**src/rtl/tof_cmd_pkg.sv**
```systemverilog
`default_nettype none
// ============================================================================
// Module      : tof_cmd_pkg
// Description : Shared definitions for the ToF command dispatcher. Holds the
//               host command word layout, opcode values, the 2-bit status
//               encoding reported per channel, and the channel FSM state codes.
// Revision    : 1.0 - initial release
// ============================================================================
package tof_cmd_pkg;

    // Per-channel status as seen by the host
    localparam logic [1:0] c_ST_IDLE  = 2'b00;
    localparam logic [1:0] c_ST_BUSY  = 2'b10;
    localparam logic [1:0] c_ST_DONE  = 2'b01;
    localparam logic [1:0] c_ST_ERROR = 2'b11;

    // Opcodes; CLEAR is consumed by the dispatcher and never forwarded
    localparam logic [3:0] c_OP_NOP     = 4'h0;
    localparam logic [3:0] c_OP_INIT    = 4'h1;
    localparam logic [3:0] c_OP_FW_LOAD = 4'h5;
    localparam logic [3:0] c_OP_CLEAR   = 4'hF;

    // Host command word layout
    localparam int c_OP_LSB    = 0;
    localparam int c_OP_MSB    = 3;
    localparam int c_IDX_LSB   = 8;
    localparam int c_IDX_MSB   = 11;
    localparam int c_BCAST_BIT = 12;
    localparam int c_CMD_Q_W   = 13;

    // Channel FSM state encoding
    localparam logic [2:0] c_CH_IDLE  = 3'd0;
    localparam logic [2:0] c_CH_ISSUE = 3'd1;
    localparam logic [2:0] c_CH_WAIT  = 3'd2;
    localparam logic [2:0] c_CH_DONE  = 3'd3;
    localparam logic [2:0] c_CH_ERROR = 3'd4;

    typedef struct packed {
        logic       bcast;
        logic [3:0] idx;
        logic [3:0] op;
    } cmd_fields_t;

    // Split the captured command bits into their fields
    function automatic cmd_fields_t decode_cmd(input logic [c_CMD_Q_W-1:0] word);
        cmd_fields_t f;
        f.op    = word[c_OP_MSB:c_OP_LSB];
        f.idx   = word[c_IDX_MSB:c_IDX_LSB];
        f.bcast = word[c_BCAST_BIT];
        return f;
    endfunction

    // Host-visible status for a channel FSM state
    function automatic logic [1:0] state_status(input logic [2:0] state);
        logic [1:0] st;
        case (state)
            c_CH_ISSUE, c_CH_WAIT: st = c_ST_BUSY;
            c_CH_DONE:             st = c_ST_DONE;
            c_CH_ERROR:            st = c_ST_ERROR;
            default:               st = c_ST_IDLE;
        endcase
        return st;
    endfunction

endpackage
`default_nettype wire

```
**src/rtl/tof_cmd_channel.sv**
```systemverilog
`default_nettype none
// ============================================================================
// Module      : tof_cmd_channel
// Description : One sensor channel: issue/wait/timeout handshake FSM with a
//               saturating timeout counter.
// Ports       : clk, rst          - clock, async active-high reset
//               start             - launch opcode (only pulsed when not busy)
//               clear             - abort / return to IDLE
//               opcode            - opcode to forward on start
//               ready, done, err  - sensor FSM handshake inputs
//               cmd, cmd_valid    - request to the sensor FSM
//               status            - 2-bit host status
//               busy              - channel in ISSUE or WAIT
// Revision    : 1.0 - initial release
// ============================================================================
module tof_cmd_channel
    import tof_cmd_pkg::*;
#(
    parameter int          CMD_W          = 4,
    parameter int          TIMEOUT_W      = 24,
    parameter int unsigned TIMEOUT_CYCLES = 10_000_000
) (
    input  logic             clk,
    input  logic             rst,
    input  logic             start,
    input  logic             clear,
    input  logic [CMD_W-1:0] opcode,
    input  logic             ready,
    input  logic             done,
    input  logic             err,
    output logic [CMD_W-1:0] cmd,
    output logic             cmd_valid,
    output logic [1:0]       status,
    output logic             busy
);

    // Counter value at which the wait has lasted TIMEOUT_CYCLES edges
    localparam logic [TIMEOUT_W-1:0] c_TMO_LAST = TIMEOUT_W'(TIMEOUT_CYCLES - 1);

    logic [2:0]           r_state;
    logic [2:0]           w_next_state;
    logic [TIMEOUT_W-1:0] r_count;
    logic [CMD_W-1:0]     r_cmd;
    logic                 w_load;

    // State register
    always_ff @(posedge clk or posedge rst) begin
        if (rst) begin
            r_state <= c_CH_IDLE;
        end else begin
            r_state <= w_next_state;
        end
    end

    // Next-state logic; an abort (clear) overrides any handshake event
    always_comb begin
        w_next_state = r_state;
        case (r_state)
            c_CH_IDLE, c_CH_DONE, c_CH_ERROR: begin
                if (clear)      w_next_state = c_CH_IDLE;
                else if (start) w_next_state = c_CH_ISSUE;
            end
            c_CH_ISSUE: begin
                if (clear)      w_next_state = c_CH_IDLE;
                else if (ready) w_next_state = c_CH_WAIT;
            end
            c_CH_WAIT: begin
                if (clear)                      w_next_state = c_CH_IDLE;
                else if (err)                   w_next_state = c_CH_ERROR;
                else if (done)                  w_next_state = c_CH_DONE;
                else if (r_count == c_TMO_LAST) w_next_state = c_CH_ERROR;
            end
            default: w_next_state = c_CH_IDLE;
        endcase
    end

    // Outputs decoded from the current state
    always_comb begin
        cmd_valid = (r_state == c_CH_ISSUE);
        busy      = (r_state == c_CH_ISSUE) || (r_state == c_CH_WAIT);
        status    = state_status(r_state);
    end

    // Opcode is latched only on a real launch so it stays stable while valid
    assign w_load = start && !clear &&
                    ((r_state == c_CH_IDLE) || (r_state == c_CH_DONE) ||
                     (r_state == c_CH_ERROR));

    always_ff @(posedge clk or posedge rst) begin
        if (rst) begin
            r_cmd <= '0;
        end else if (w_load) begin
            r_cmd <= opcode;
        end
    end

    assign cmd = r_cmd;

    // Counter sits at zero outside WAIT, so WAIT is always entered with zero;
    // inside WAIT it counts up and saturates at the timeout value.
    always_ff @(posedge clk or posedge rst) begin
        if (rst) begin
            r_count <= '0;
        end else if (r_state != c_CH_WAIT) begin
            r_count <= '0;
        end else if (r_count != c_TMO_LAST) begin
            r_count <= r_count + 1'b1;
        end
    end

endmodule
`default_nettype wire

```
**src/rtl/tof_cmd_dispatcher.sv**
```systemverilog
`default_nettype none
// ============================================================================
// Module      : tof_cmd_dispatcher
// Description : Decodes the host command word, routes it to one sensor channel
//               or broadcasts it, tracks the sticky reject flag and packs the
//               per-channel status word.
// Ports       : clk, rst      - clock, async active-high reset
//               cmd_in        - host word: [3:0] op, [11:8] index, [12] bcast
//               status_out    - channel k status at [2k+1:2k]
//               cmd_reject    - last new command was refused
//               ch_cmd        - per-channel opcode (CMD_W bits each)
//               ch_cmd_valid  - per-channel request
//               ch_cmd_ready  - per-channel accept
//               ch_done       - per-channel completion pulse
//               ch_err        - per-channel failure pulse
// Revision    : 1.0 - initial release
// ============================================================================
module tof_cmd_dispatcher
    import tof_cmd_pkg::*;
#(
    parameter int          N_SENSORS      = 8,
    parameter int          CMD_W          = 4,
    parameter int          ST_W           = 2,
    parameter int          TIMEOUT_W      = 24,
    parameter int unsigned TIMEOUT_CYCLES = 10_000_000
) (
    input  logic                      clk,
    input  logic                      rst,
    input  logic [31:0]               cmd_in,
    output logic [ST_W*N_SENSORS-1:0] status_out,
    output logic                      cmd_reject,
    output logic [CMD_W*N_SENSORS-1:0] ch_cmd,
    output logic [N_SENSORS-1:0]      ch_cmd_valid,
    input  logic [N_SENSORS-1:0]      ch_cmd_ready,
    input  logic [N_SENSORS-1:0]      ch_done,
    input  logic [N_SENSORS-1:0]      ch_err
);

    logic [c_CMD_Q_W-1:0] r_cmd_q;
    logic                 r_new_cmd;
    logic                 r_reject;
    cmd_fields_t          w_fields;
    logic                 w_is_clear;
    logic                 w_idx_ok;
    logic                 w_rejected;
    logic [N_SENSORS-1:0] w_target;
    logic [N_SENSORS-1:0] w_busy;
    logic [N_SENSORS-1:0] w_refuse;
    logic                 w_unused_hi;

    assign w_unused_hi = ^cmd_in[31:c_CMD_Q_W];

    // Capture the command and flag it as new in the same edge; channels act
    // on the flagged command one edge later, giving the 2-edge latency.
    always_ff @(posedge clk or posedge rst) begin
        if (rst) begin
            r_cmd_q   <= '0;
            r_new_cmd <= 1'b0;
        end else begin
            r_cmd_q   <= cmd_in[c_CMD_Q_W-1:0];
            r_new_cmd <= (cmd_in[c_OP_MSB:c_OP_LSB] != c_OP_NOP) &&
                         (cmd_in[c_CMD_Q_W-1:0] != r_cmd_q);
        end
    end

    assign w_fields   = decode_cmd(r_cmd_q);
    assign w_is_clear = (w_fields.op == c_OP_CLEAR);
    assign w_idx_ok   = w_fields.bcast || (int'(w_fields.idx) < N_SENSORS);

    // CLEAR is never refused by a channel; other opcodes are refused by busy ones
    assign w_refuse   = w_target & w_busy & {N_SENSORS{!w_is_clear}};
    assign w_rejected = !w_idx_ok || (|w_refuse);

    always_ff @(posedge clk or posedge rst) begin
        if (rst) begin
            r_reject <= 1'b0;
        end else if (r_new_cmd) begin
            r_reject <= w_rejected;
        end
    end

    assign cmd_reject = r_reject;

    for (genvar k = 0; k < N_SENSORS; k++) begin : g_ch
        logic [1:0] w_ch_status;
        logic       w_start;
        logic       w_clear;

        assign w_target[k] = r_new_cmd && (w_fields.bcast || (w_fields.idx == 4'(k)));
        assign w_start     = w_target[k] && !w_is_clear && !w_busy[k];
        assign w_clear     = w_target[k] && w_is_clear;

        tof_cmd_channel #(
            .CMD_W          (CMD_W),
            .TIMEOUT_W      (TIMEOUT_W),
            .TIMEOUT_CYCLES (TIMEOUT_CYCLES)
        ) u_channel (
            .clk       (clk),
            .rst       (rst),
            .start     (w_start),
            .clear     (w_clear),
            .opcode    (CMD_W'(w_fields.op)),
            .ready     (ch_cmd_ready[k]),
            .done      (ch_done[k]),
            .err       (ch_err[k]),
            .cmd       (ch_cmd[k*CMD_W +: CMD_W]),
            .cmd_valid (ch_cmd_valid[k]),
            .status    (w_ch_status),
            .busy      (w_busy[k])
        );

        assign status_out[k*ST_W +: ST_W] = ST_W'(w_ch_status);
    end

endmodule
`default_nettype wire

```
**config.mk**
```make
export PLATFORM = sky130hd
export DESIGN_NAME = tof_cmd_dispatcher
export DESIGN_NICKNAME = d
export VERILOG_FILES = /design/src/rtl/tof_cmd_pkg.sv /design/src/rtl/tof_cmd_channel.sv /design/src/rtl/tof_cmd_dispatcher.sv
export SDC_FILE = /design/constraint.sdc
export NUM_CORES = 1
export LEC_CHECK = 0
export ABC_CLOCK_PERIOD_IN_PS = 9730
export BUFFER_PORTS_ARGS = -buffer_cell sky130_fd_sc_hd__buf_2
export CORE_ASPECT_RATIO = 0.5
export CORE_UTILIZATION = 46
export DETAILED_ROUTE_END_ITERATION = 10
export PLACE_DENSITY = 0.64
export SYNTH_ARGS = -nofsm -noshare
export SYNTH_HDL_FRONTEND = slang
export SYNTH_SLANG_ARGS = --single-unit
```
**constraint.sdc**
```tcl
create_clock -name clk -period 9.73 [get_ports clk]
set_input_delay 0.4865 -clock clk [delete_from_list [all_inputs] [get_ports clk]]
set_output_delay 0.4865 -clock clk [all_outputs]
set_load 0.05 [all_outputs]
```
Yosys cells after proc, flatten, opt, wreduce, memory -nomap -nowiden:

Index checks and enable logic that the tools add are counted.

* add/sub/neg operators: 8
* $lt $le $gt $ge: 1
* equal/unequal tests: 89
* muxes and demuxes: 96
* bitwise logic cells: 2
* reductions and logical operators: 144

Operators by type and width (count)
* $mux W24: 16
* $add A24 B1 Y24 const B: 8
* $eq A24 B24 Y1 const B: 8
* $mux W3: 64
* $ne A24 B24 Y1 const B: 8
* $pmux W3 S3: 8
* $logic_and A1 B1 Y1: 49
* $eq A3 B2 Y1 const B: 16
* $ne A3 B2 Y1 const B: 16
* $pmux W2 S3: 8
* $ne A5 B3 Y1 const B: 8
* $logic_or A1 B1 Y1: 34
* $eq A3 B1 Y1 const B: 8
* $eq A3 B3 Y1 const B: 8
* $logic_not A3 Y1: 8
* $ne A3 B1 Y1 const B: 8
* $reduce_and A3 Y1: 8
* $reduce_or A3 Y1: 8
* $logic_not A1 Y1: 18
* $and A8 B8 Y8: 2
* $eq A4 B3 Y1 const B: 4
* $reduce_bool A2 Y1: 8
* $reduce_or A2 Y1: 8
* $ne A13 B13 Y1: 1
* 7 further kinds: 8

* flip-flop bits (word level): 263
* bits of input ports: 58
* output and inout port bits: 57
* word-level logic and storage cells: 367

Logic depth before layout (Yosys ltp):

Gate-level depths: netlist (run 1).

* word-level depth: 8
* depth in mapped cells: 8
* depth with buffers taken out: 7

Modules after synthesis:

Synthesis (run 1) repeated with hierarchy kept, for this count alone.

* cells, all modules: 1632
* area, all modules: 15087.0 µm²

By module, submodules not included
* tof_cmd_channel at g_ch[0].u_channel ...: instances 6, cells an instance 195, area an instance 1784.2 µm², seq. area each 775.7 µm²
* tof_cmd_channel at g_ch[3].u_channel: instances 1, cells an instance 185, area an instance 1785.5 µm², seq. area each 775.7 µm²
* tof_cmd_channel at g_ch[7].u_channel: instances 1, cells an instance 189, area an instance 1747.9 µm², seq. area each 775.7 µm²
* tof_cmd_dispatcher: instances 1, cells an instance 88, area an instance 848.3 µm², seq. area each 375.4 µm²

Least setup slack after synthesis (run 1):

Ideal clock, no wire load.

* path kind: register -> output
* start point: register g_ch[3].u_channel.r_state[1]
* end point: output status_out[7]
* arrival: 1915 ps
* data required time: 9244 ps
* setup slack: 7329 ps
* cell stages (with the launch flop): 5
* path buffers: 1
* cell sequence: dfrtp_1 > clkbuf_1 > nand2b_1 > and2_1 > o21ai_0

* cells in the longest elaborated chain, start to end: 3
* elaborated cells on any way between the ends: 6
* classes of those cells: 4 x eq/ne; 1 x mux; 1 x reduce/logical

RTL lines
* start: declaration: line tof_cmd_channel.sv:40 `logic [2:0] r_state;`
* start signal: assignment: line tof_cmd_channel.sv:49 `r_state <= c_CH_IDLE;`
* start signal: assignment: line tof_cmd_channel.sv:51 `r_state <= w_next_state;`
* $eq A3 B2 Y1 / $eq A3 B1 Y1 (equally long branches): line tof_cmd_pkg.sv:56 `case (state)`
* $reduce_or A2 Y1: line tof_cmd_pkg.sv:56
* $pmux W2 S3 *: line tof_cmd_pkg.sv:56
* end: declaration: line tof_cmd_dispatcher.sv:30 `output logic [ST_W*N_SENSORS-1:0] status_out,`

Mark *: on every way between the ends. The rest lies on a longest branch, timed or not.

Worst setup path in the final report (run 1):

* start point: register g_ch[0].u_channel.r_state[1]
* end point: register g_ch[0].u_channel.r_state[1]

* cells in the longest elaborated chain, start to end: 6
* elaborated cells on any way between the ends: 14
* classes of those cells: 7 x eq/ne; 1 x mux; 6 x reduce/logical

RTL lines
* start: declaration: line tof_cmd_channel.sv:40
* start signal: assignment: line tof_cmd_channel.sv:49
* start signal: assignment: line tof_cmd_channel.sv:51
* $eq A3 B1 Y1 / $eq A3 B2 Y1 (equally long branches): line tof_cmd_channel.sv:58, tof_cmd_channel.sv:80
* $logic_or A1 B1 Y1: line tof_cmd_channel.sv:80 `busy = (r_state == c_CH_ISSUE) || (r_state == c_CH_WAIT);`
* $logic_not A1 Y1: line tof_cmd_dispatcher.sv:90 `assign w_start = w_target[k] && !w_is_clear && !w_busy[k];`
* $logic_and A1 B1 Y1: line tof_cmd_dispatcher.sv:90
* $ne A3 B1 Y1 (no source line)
* $reduce_and A3 Y1 (no source line)

Several ways; a longest one is shown, not always the timed one.
A chain may end at the register's enable or synchronous reset.

==> results of run 1 <==
where the power goes:
| group | switching, mW | internal, mW | leakage [nW] |
|---|---|---|---|
| Clock | 0.436 | 0.633 | 0.439 |
| Combinational | 0.980 | 0.402 | 2.32 |
| Sequential | 0.164 | 1.23 | 3.53 |
sequential cells by signal (all words and copies together), names as in the netlist:
name                    count
g_ch.u_channel.cmd         32
cmd_reject                  1
g_ch.u_channel.r_count    192
g_ch.u_channel.r_state     24
r_new_cmd                   1
r_cmd_q                    13
worst paths after layout:
check | start | endpoint | slack, ns | cells after the start
min | cmd_in[11] | r_cmd_q[11] | 0.06 | 1
min in group asynchronous | rst | g_ch[1].u_channel.r_count[2] | 0.16 | 2
max reg2reg | g_ch[0].u_channel.r_state[1] | g_ch[0].u_channel.r_state[1] | 6.88 | 4
min reg2reg | g_ch[0].u_channel.cmd[2] | g_ch[0].u_channel.cmd[2] | 0.48 | 1
max in group asynchronous | rst | g_ch[6].u_channel.r_state[1] | 8.07 | 3
max | g_ch[0].u_channel.r_state[1] | g_ch[0].u_channel.r_state[1] | 6.88 | 4
layer usage:
metal / up-vias / global-route usage / routed length (um)
met5: - / 0 / 0
met4: 0 / 0.0617 / 834
met3: 55 / 0.0312 / 979
met2: 178 / 0.350 / 14700
met1: 5205 / 0.264 / 13900
li1: 5123 / - / -
worst register-to-register path: cells and delay by family (launching register included):
kind | cells | cell delay, ns
mux | 1 | 0.36
flops | 1 | 0.55
simple gates | 2 | 1.50
compound gates | 1 | 0.33
final cells by class:
cell class / instances / area [um2] / area share
antenna: 2 / 5.00 / 0.000327
tap: 391 / 489 / 0.0319
clock buffer: 35 / 733 / 0.0479
multi-input combinational: 1079 / 6750 / 0.441
inverter: 25 / 101 / 0.00662
sequential: 263 / 6580 / 0.430
timing repair buffer: 97 / 490 / 0.0320
clock inverter: 11 / 164 / 0.0107
synth_stat cells, types with 3 or more instances:
cell / count
a211oi_1: 6
a21o_1: 3
a21oi_1: 44
a22o_1: 4
a31oi_1: 3
and2_1: 10
and3_1: 26
and4_1: 18
buf_4: 10
clkbuf_1: 56
dfrtp_1: 263
ha_1: 8
inv_1: 22
inv_2: 3
mux2_1: 16
mux2_2: 20
mux2i_1: 13
nand2_1: 95
nand2b_1: 17
nand3_1: 65
nand3b_1: 10
nand4_1: 56
nor2_1: 221
nor2b_1: 20
nor3_1: 52
nor3b_1: 11
nor4_1: 19
nor4b_1: 13
nor4bb_1: 5
o21ai_0: 34
o21ai_1: 17
o21bai_1: 3
o22ai_1: 6
o31ai_1: 3
o41ai_1: 6
or2_2: 4
or3_1: 23
or3b_1: 5
or4_1: 9
xnor2_1: 69
xor2_1: 113
per-stage QoR:
step	cell area [um2]	utilization	total power, mW	worst slack, ns
6_report	15300	0.525	3.85	6.88
5_1_grt	15300	0.525	4.04	6.61
4_1_cts	15300	0.525	3.88	6.87
3_5_place_dp	14400	0.494	2.80	6.91
3_3_place_gp	14400	0.494	2.76	6.93
2_1_floorplan	13700	-	2.52	2.00
kinds of logic (layout without fill, tap and decap cells):
group | count (synthesis) | after routing
muxes | 49 | 49
adders and majority gates | 8 | 8
DFF | 263 | 263
and+or+nand+nor | 695 | 695
buffers and inverters | 94 | 168
xor gates and xnor gates | 182 | 182
AOI/OAI and AO/OA | 145 | 145
other | 0 | 2
==> impl_metrics.json, run 1 <==
{
  "postCtsHoldBufs": 0,
  "synth_fa_ha_area_frac": 0.00729,
  "fmax_ghz": 0.351,
  "core_area_mm2": 0.0292,
  "seq_area_frac_synth": 0.479,
  "syn_inst": 1436,
  "avgRoutedWirePerCell_um": 15.9,
  "yosys.area.top_type": "dfrtp_1",
  "postCtsSetupBuffers": 0,
  "synthFlopType": "dfrtp_1",
  "post-route-min-period_ns": 2.85,
  "start_util": 0.471,
  "synth_top_family_by_area": "simple AND/OR/NAND/NOR gates",
  "clock-sinks": 263,
  "drive_above_1_share": 0.118,
  "synth_cell_types": 68,
  "viasPerCell": 5.55,
  "min_period_over_period": 0.293,
  "nets": 1557,
  "grt-ovfl-total": 0,
  "end_kind": "flop",
  "vias": 10600,
  "root_buffer": "clkbuf_16",
  "postRouteAntennaNets": 0,
  "drc": 0,
  "cts_tree": "yes",
  "dp_hpwl_um": 20900,
  "dr.pass1.iters": 5,
  "setup_tns_ns": 0,
  "synthXorXnorAreaFrac": 0.116,
  "drv_cap": 0,
  "portBuffers": 95,
  "area_growth_pct": 11.5,
  "synth_top_area_share": 0.479,
  "final_common_cell": "dfrtp_1",
  "dp_cells": 1855,
  "fin_skew_ns": 0.0270,
  "path_delay_family": "simple AND/OR/NAND/NOR gates",
  "finalHoldViolations": 0,
  "synth_edf_count": 0,
  "die_h_um": 124,
  "synth_area_leaders": "dfrtp_1 48%, xor2_1 7.2%, nor2_1 6.0%, xnor2_1 4.4%, nand2_1 2.6%",
  "synth-compound-area-share": 0.0639,
  "wirelength_um": 30300,
  "dieArea_mm2": 0.0306,
  "synth_fp_nets": 1502,
  "stdcell_count": 1903,
  "syn_avg_cell_area_um2": 9.56,
  "tightest_slew_ns": 1.05,
  "grt_pass1_vias": 10200,
  "vdd_drop_max_v": 0.000193,
  "cp_max_fo": 27,
  "outcome": "finished, final reports clean",
  "grt_max_degree": 135,
  "cts_buffer_depth": 3,
  "path_cells": "nand3b_1 -> or4_1 -> o21ai_1 -> mux2_1",
  "synthArstFlopShare": 1.00,
  "slew_violations": 0,
  "slowest_stage": "nand3b_1",
  "critical_path_required_ns": 10.15,
  "max_slew_margin": 0.301,
  "hp-class": "input pin to flop",
  "grt_usage": 0.203,
  "io_pins": 115,
  "grt_pass1_wl_um": 50700,
  "clock_latency_ns": 0.55,
  "rows": 44,
  "cellPowerDensity_mw_per_mm2": 251,
  "cp.arrival_ns": 3.27,
  "layout_common_cells": "263 x dfrtp_1, 221 x nor2_1, 113 x xor2_1, 95 x nand2_1, 95 x buf_2",
  "crit_path_max_incr_delay_ns": 0.76,
  "path_class": "flop to flop",
  "gp_congestion": 0.869,
  "n_fill_cell": 2612,
  "antenna_found_initial": 2,
  "muxShareOfSynthArea": 0.0390,
  "cts_made_buffers": 25,
  "holdWs_ns": 0.0641,
  "drtIter0Drc": 621,
  "htreeDepth": 1,
  "synth-seq-cells": 263,
  "start_kind": "flop",
  "p_leak_nw": 6.29,
  "yosys.area_share.simple": 0.265,
  "post_cts_resized": 0,
  "die_x_um": 246,
  "synth_area_mm2": 0.0137,
  "cts.clk_slew.worst_paths_ns": 0.07,
  "path_buf_inv": 0,
  "yosys_warnings": 0,
  "rsz0062_at_grt": "false",
  "finalSetupViolCount": 0
}
Note: power is estimated with default switching activity, not from simulation.
==> run 2, diff against run 1 <==
ABC_CLOCK_PERIOD_IN_PS = 2800   (was 9730)
clock period = 2.8 ns   (was 9.73 ns; I/O delays follow)
==> impl_metrics.json, run 2 (synthesized netlist as in run 1, its figures left out) <==
{
  "outcome": "finished, final reports clean",
  "route.met3.wl_um": 978,
  "cts.clk_slew.worst_paths_ns": 0.07,
  "p_comb_frac": 0.370,
  "hp-class": "input pin to flop",
  "drtIter0Drc": 813,
  "grt_usage": 0.201,
  "die_h_um": 124,
  "dp_cells": 1881,
  "slowest_stage": "or4_1",
  "path_delay_family": "simple AND/OR/NAND/NOR gates",
  "stdcell_count": 1946,
  "p_int_mw": 7.89,
  "p_leak_nw": 6.50,
  "grt-ovfl-total": 0,
  "htreeDepth": 1,
  "p_sw_mw": 5.50,
  "holdPathEnd": "g_ch[5].u_channel.r_state[1]",
  "worst_slack_ns": 0.336,
  "grt_pass1_wl_um": 50400,
  "dr.pass1.iters": 5,
  "vias": 10600,
  "portBuffers": 95,
  "grt_pass1_vias": 10400,
  "n_fill_cell": 2603,
  "path_buf_inv": 0,
  "end_kind": "flop",
  "p_clk_frac": 0.267,
  "slew_violations": 0,
  "hold_path_depth": 4,
  "power_frac_seq": 0.363,
  "clock-sinks": 263,
  "fmax_ghz": 0.406,
  "dp_slack_ns": 0.353,
  "max_slew_margin": 0.496,
  "cts_tree": "yes",
  "viasPerCell": 5.47,
  "rsz0062_at_grt": "false",
  "rrSetupSlack_ns": 0.34,
  "dp_hpwl_um": 21100,
  "wirelength_um": 30200,
  "reg2reg_to": "g_ch[1].u_channel.r_state[2]",
  "cts_buffer_depth": 3,
  "largest_reg_flops": 192,
  "antennaDiodeCount": 0,
  "rows": 44,
  "cellPowerDensity_mw_per_mm2": 852,
  "dieArea_mm2": 0.0306,
  "path_class": "flop to flop",
  "clock_latency_ns": 0.54,
  "avgRoutedWirePerCell_um": 15.5,
  "grt_max_degree": 70,
  "nets": 1604,
  "wl_met1_um": 14100,
  "root_buffer": "clkbuf_16",
  "core_area_mm2": 0.0292,
  "area_growth_pct": 14.4,
  "cp.arrival_ns": 2.88,
  "critical_path_required_ns": 3.21,
  "io_pins": 115,
  "regMostFlops": "g_ch.u_channel.r_count",
  "die_x_um": 246,
  "finalSetupViolCount": 0,
  "drc": 0,
  "postCtsSetupBuffers": 0,
  "drive_above_1_share": 0.128,
  "postRouteAntennaNets": 0,
  "gp_congestion": 0.841,
  "multiInputGateArea_mm2": 0.00675,
  "sw_frac_of_total": 0.411,
  "seqCellArea_mm2": 0.00658,
  "reg2reg_depth": 5,
  "fin_skew_ns": 0.0134,
  "start_kind": "flop",
  "r2r-start": "g_ch[1].u_channel.r_count[0]",
  "met2_length_um": 14200,
  "crit_path_max_incr_delay_ns": 0.75,
  "routed.top_layer": "met4",
  "min_period_over_period": 0.880,
  "fin_area_mm2": 0.0157,
  "finalHoldViolations": 0,
  "tightest_slew_ns": 0.747,
  "cp_max_fo": 9,
  "antenna_found_initial": 0,
  "post-route-min-period_ns": 2.46,
  "utilization": 0.539,
  "start_util": 0.471,
  "path_cells": "ha_1 -> nand3_2 -> or4_1 -> a211oi_4 -> mux2_1",
  "drv_cap": 0,
  "vdd_drop_max_v": 0.000794,
  "final_common_cell": "dfrtp_1",
  "worstHoldStart": "ch_done[5]",
  "cts_made_buffers": 26,
  "layout_common_cells": "263 x dfrtp_1, 221 x nor2_1, 113 x xor2_1, 95 x nand2_1, 95 x buf_2",
  "placed_area_mm2": 0.0147
}
## run 2: layout make-up
cell class / count / share of cell area
well taps: 391 / 0.0311
inverters: 25 / 0.00621
clock inverters: 5 / 0.00478
repair buffers: 143 / 0.0596
multi-input cells: 1079 / 0.430
flip-flops and latches: 263 / 0.419
clock buffers: 40 / 0.0499
## run 2: power groups by stage
stage               logic [mW]  clock network [mW]  registers (mW)
global route              5.31                3.82            4.94
detailed placement        4.94                   0            4.91
finish                    4.95                3.58            4.86
CTS                       4.98                3.65            4.85
floorplan                 3.28                   0            5.46
global placement          4.84                   0            4.87
## run 2: worst register-to-register path: cells and delay by family, from the launching register on
family,cells,cell delay (ns)
adder cells (fa/ha/maj),1,0.32
AO/OA/AOI/OAI,1,0.37
multiplexers,1,0.35
AND/OR/NAND/NOR,2,0.86
flip-flops,1,0.44
## run 2: how the worst max path moves through the flow
stage	start	endpoint	slack, ns	cells after the start
2_1_floorplan	rst	cmd_reject	-0.81	1
3_3_place_gp	g_ch[1].u_channel.r_count[0]	g_ch[1].u_channel.r_state[2]	0.44	5
3_5_place_dp	g_ch[1].u_channel.r_count[0]	g_ch[1].u_channel.r_state[2]	0.35	5
4_1_cts	g_ch[1].u_channel.r_count[0]	g_ch[1].u_channel.r_state[2]	0.34	5
5_1_grt	g_ch[1].u_channel.r_count[0]	g_ch[1].u_channel.r_state[2]	0.23	5
6_report	g_ch[1].u_channel.r_count[0]	g_ch[1].u_channel.r_state[2]	0.34	5
## run 2: routing by layer
layer / global-route usage / vias up
met5: 0 / -
met4: 0.0548 / 0
met3: 0.0332 / 54
met2: 0.335 / 174
met1: 0.274 / 5206
li1: - / 5209
## run 2: timing repair
| item | in CTS | in global routing |
|---|---|---|
| endpoints found under the setup margin | 0 | 0 |
| hold buffers | 20 | 0 |
| hold endpoints to repair | 35 | 0 |
| resized for setup | 0 | 0 |
## run 2: metrics by stage
| stage | TNS [ns] | power, mW | hold slack, ns |
|---|---|---|---|
| 5_1_grt | 0 | 14.1 | 0.0478 |
| 2_1_floorplan | -212.91 | 8.74 | 0.171 |
| 6_report | 0 | 13.4 | 0.0243 |
| 3_3_place_gp | 0 | 9.71 | 0.258 |
| 3_5_place_dp | 0 | 9.85 | 0.263 |
| 4_1_cts | 0 | 13.5 | 0.00468 |
==> run 3, diff against run 2 <==
==> constraint.sdc (replaced) <==
create_clock -name clk -period 2.8 [get_ports clk]
set_input_delay 0 -clock clk [delete_from_list [all_inputs] [get_ports clk]]
set_output_delay 0 -clock clk [all_outputs]
set_load 0.05 [all_outputs]
==> impl_metrics.json, run 3 (synthesized netlist as in run 1, its figures left out) <==
{
  "portBuffers": 95,
  "start_util": 0.471,
  "antenna_found_initial": 0,
  "postCtsHoldBufs": 45,
  "avgRoutedWirePerCell_um": 15.5,
  "utilization": 0.547,
  "cts.clk_slew.worst_paths_ns": 0.07,
  "drive_above_1_share": 0.128,
  "cp.arrival_ns": 3.03,
  "nets": 1629,
  "grt_pass1_vias": 10300,
  "dr.pass1.iters": 5,
  "critical_path_required_ns": 3.22,
  "cts_buffer_depth": 3,
  "cp_max_fo": 9,
  "path_class": "flop to flop",
  "max_slew_margin": 0.462,
  "postRouteAntennaNets": 0,
  "antennaDiodeCount": 0,
  "end_kind": "flop",
  "tightest_slew_ns": 0.796,
  "fin_skew_ns": 0.00898,
  "cts_tree": "yes",
  "postCtsSetupBuffers": 0,
  "drtIter0Drc": 626,
  "layout_common_cells": "263 x dfrtp_1, 221 x nor2_1, 113 x xor2_1, 95 x nand2_1, 95 x buf_2",
  "area_growth_pct": 16.1,
  "cts_made_buffers": 26,
  "finalHoldViolations": 0,
  "slew_violations": 0,
  "placed_area_mm2": 0.0146,
  "core_area_mm2": 0.0292,
  "io_pins": 115,
  "hp-class": "input pin to flop",
  "post-route-min-period_ns": 2.61,
  "grt_max_degree": 80,
  "grt-ovfl-total": 0,
  "vias": 10700,
  "wirelength_um": 30500,
  "root_buffer": "clkbuf_16",
  "gp_congestion": 0.844,
  "drc": 0,
  "outcome": "finished, final reports clean",
  "p_leak_nw": 6.61,
  "vdd_drop_max_v": 0.000771,
  "rsz0062_at_grt": "false",
  "holdWs_ns": 0.0237,
  "regMostFlops": "g_ch.u_channel.r_count",
  "fin_area_mm2": 0.0159,
  "die_x_um": 246,
  "final_common_cell": "dfrtp_1",
  "clock-sinks": 263,
  "fmax_ghz": 0.384,
  "dieArea_mm2": 0.0306,
  "finalSetupViolCount": 0,
  "clock_latency_ns": 0.54,
  "viasPerCell": 5.43,
  "post_cts_resized": 0,
  "grt_pass1_wl_um": 50900,
  "largest_reg_flops": 192,
  "start_kind": "flop",
  "cellPowerDensity_mw_per_mm2": 838,
  "grt_usage": 0.203,
  "dp_hpwl_um": 21100,
  "die_h_um": 124,
  "min_period_over_period": 0.931,
  "drv_cap": 0,
  "rows": 44,
  "htreeDepth": 1
}
==> run 3: routing by layer <==
layer	vias up	track usage	share of wire
met5	-	0	0
met4	0	0.0451	0.019
met3	39	0.0308	0.032
met2	149	0.343	0.47
met1	5273	0.277	0.48
li1	5256	-	-
==> run 3: power by group <==
group | switching, mW | internal (mW)
Clock | 1.48 | 2.00
Sequential | 0.571 | 4.28
Combinational | 3.45 | 1.58
Total | 5.51 | 7.86
==> run 3: cell type report <==
cell class              instances  area, um2
clock buffers                  41        818
inverters                      25       97.6
well taps                     391        489
fillers                      2589      13200
multi-input cells            1079       6750
repair buffers                168       1170
clock inverters                 6       36.3
flip-flops and latches        263       6580
==> run 3: per-stage QoR <==
step           instances  power [mW]  setup WS, ns  setup TNS (ns)
2_1_floorplan       1436        8.74        -0.670         -176.09
3_3_place_gp        1881        9.71         0.408               0
3_5_place_dp        1881        9.84         0.330               0
4_1_cts             1973        13.5         0.247               0
5_1_grt             1973        14.1       0.00933               0
6_report            1973        13.4         0.194               0
==> run 3: path summary, 6_finish.rpt <==
check / end / depth (start not counted) / slack (ns) / start
worst max-delay path: g_ch[6].u_channel.r_state[2] / 6 / 0.19 / g_ch[6].u_channel.r_count[11]
worst min-delay path: g_ch[0].u_channel.r_state[2] / 5 / 0.02 / ch_done[0]
worst max register to register: g_ch[6].u_channel.r_state[2] / 6 / 0.19 / g_ch[6].u_channel.r_count[11]
worst min register to register: g_ch[2].u_channel.cmd[0] / 1 / 0.48 / g_ch[2].u_channel.cmd[0]
max in group asynchronous: g_ch[0].u_channel.r_count[16] / 4 / 1.90 / rst
min in group asynchronous: g_ch[3].u_channel.r_count[19] / 3 / 0.09 / rst
==> run 3: critical path: stages, from the launching register on <==
cell	delay [ns]
dfrtp_1	0.45
nor4_1	0.34
nand4_1	0.18
nor4_4	0.51
o41ai_1	0.24
mux2i_1	0.16
dlygate4sd3_1	0.60
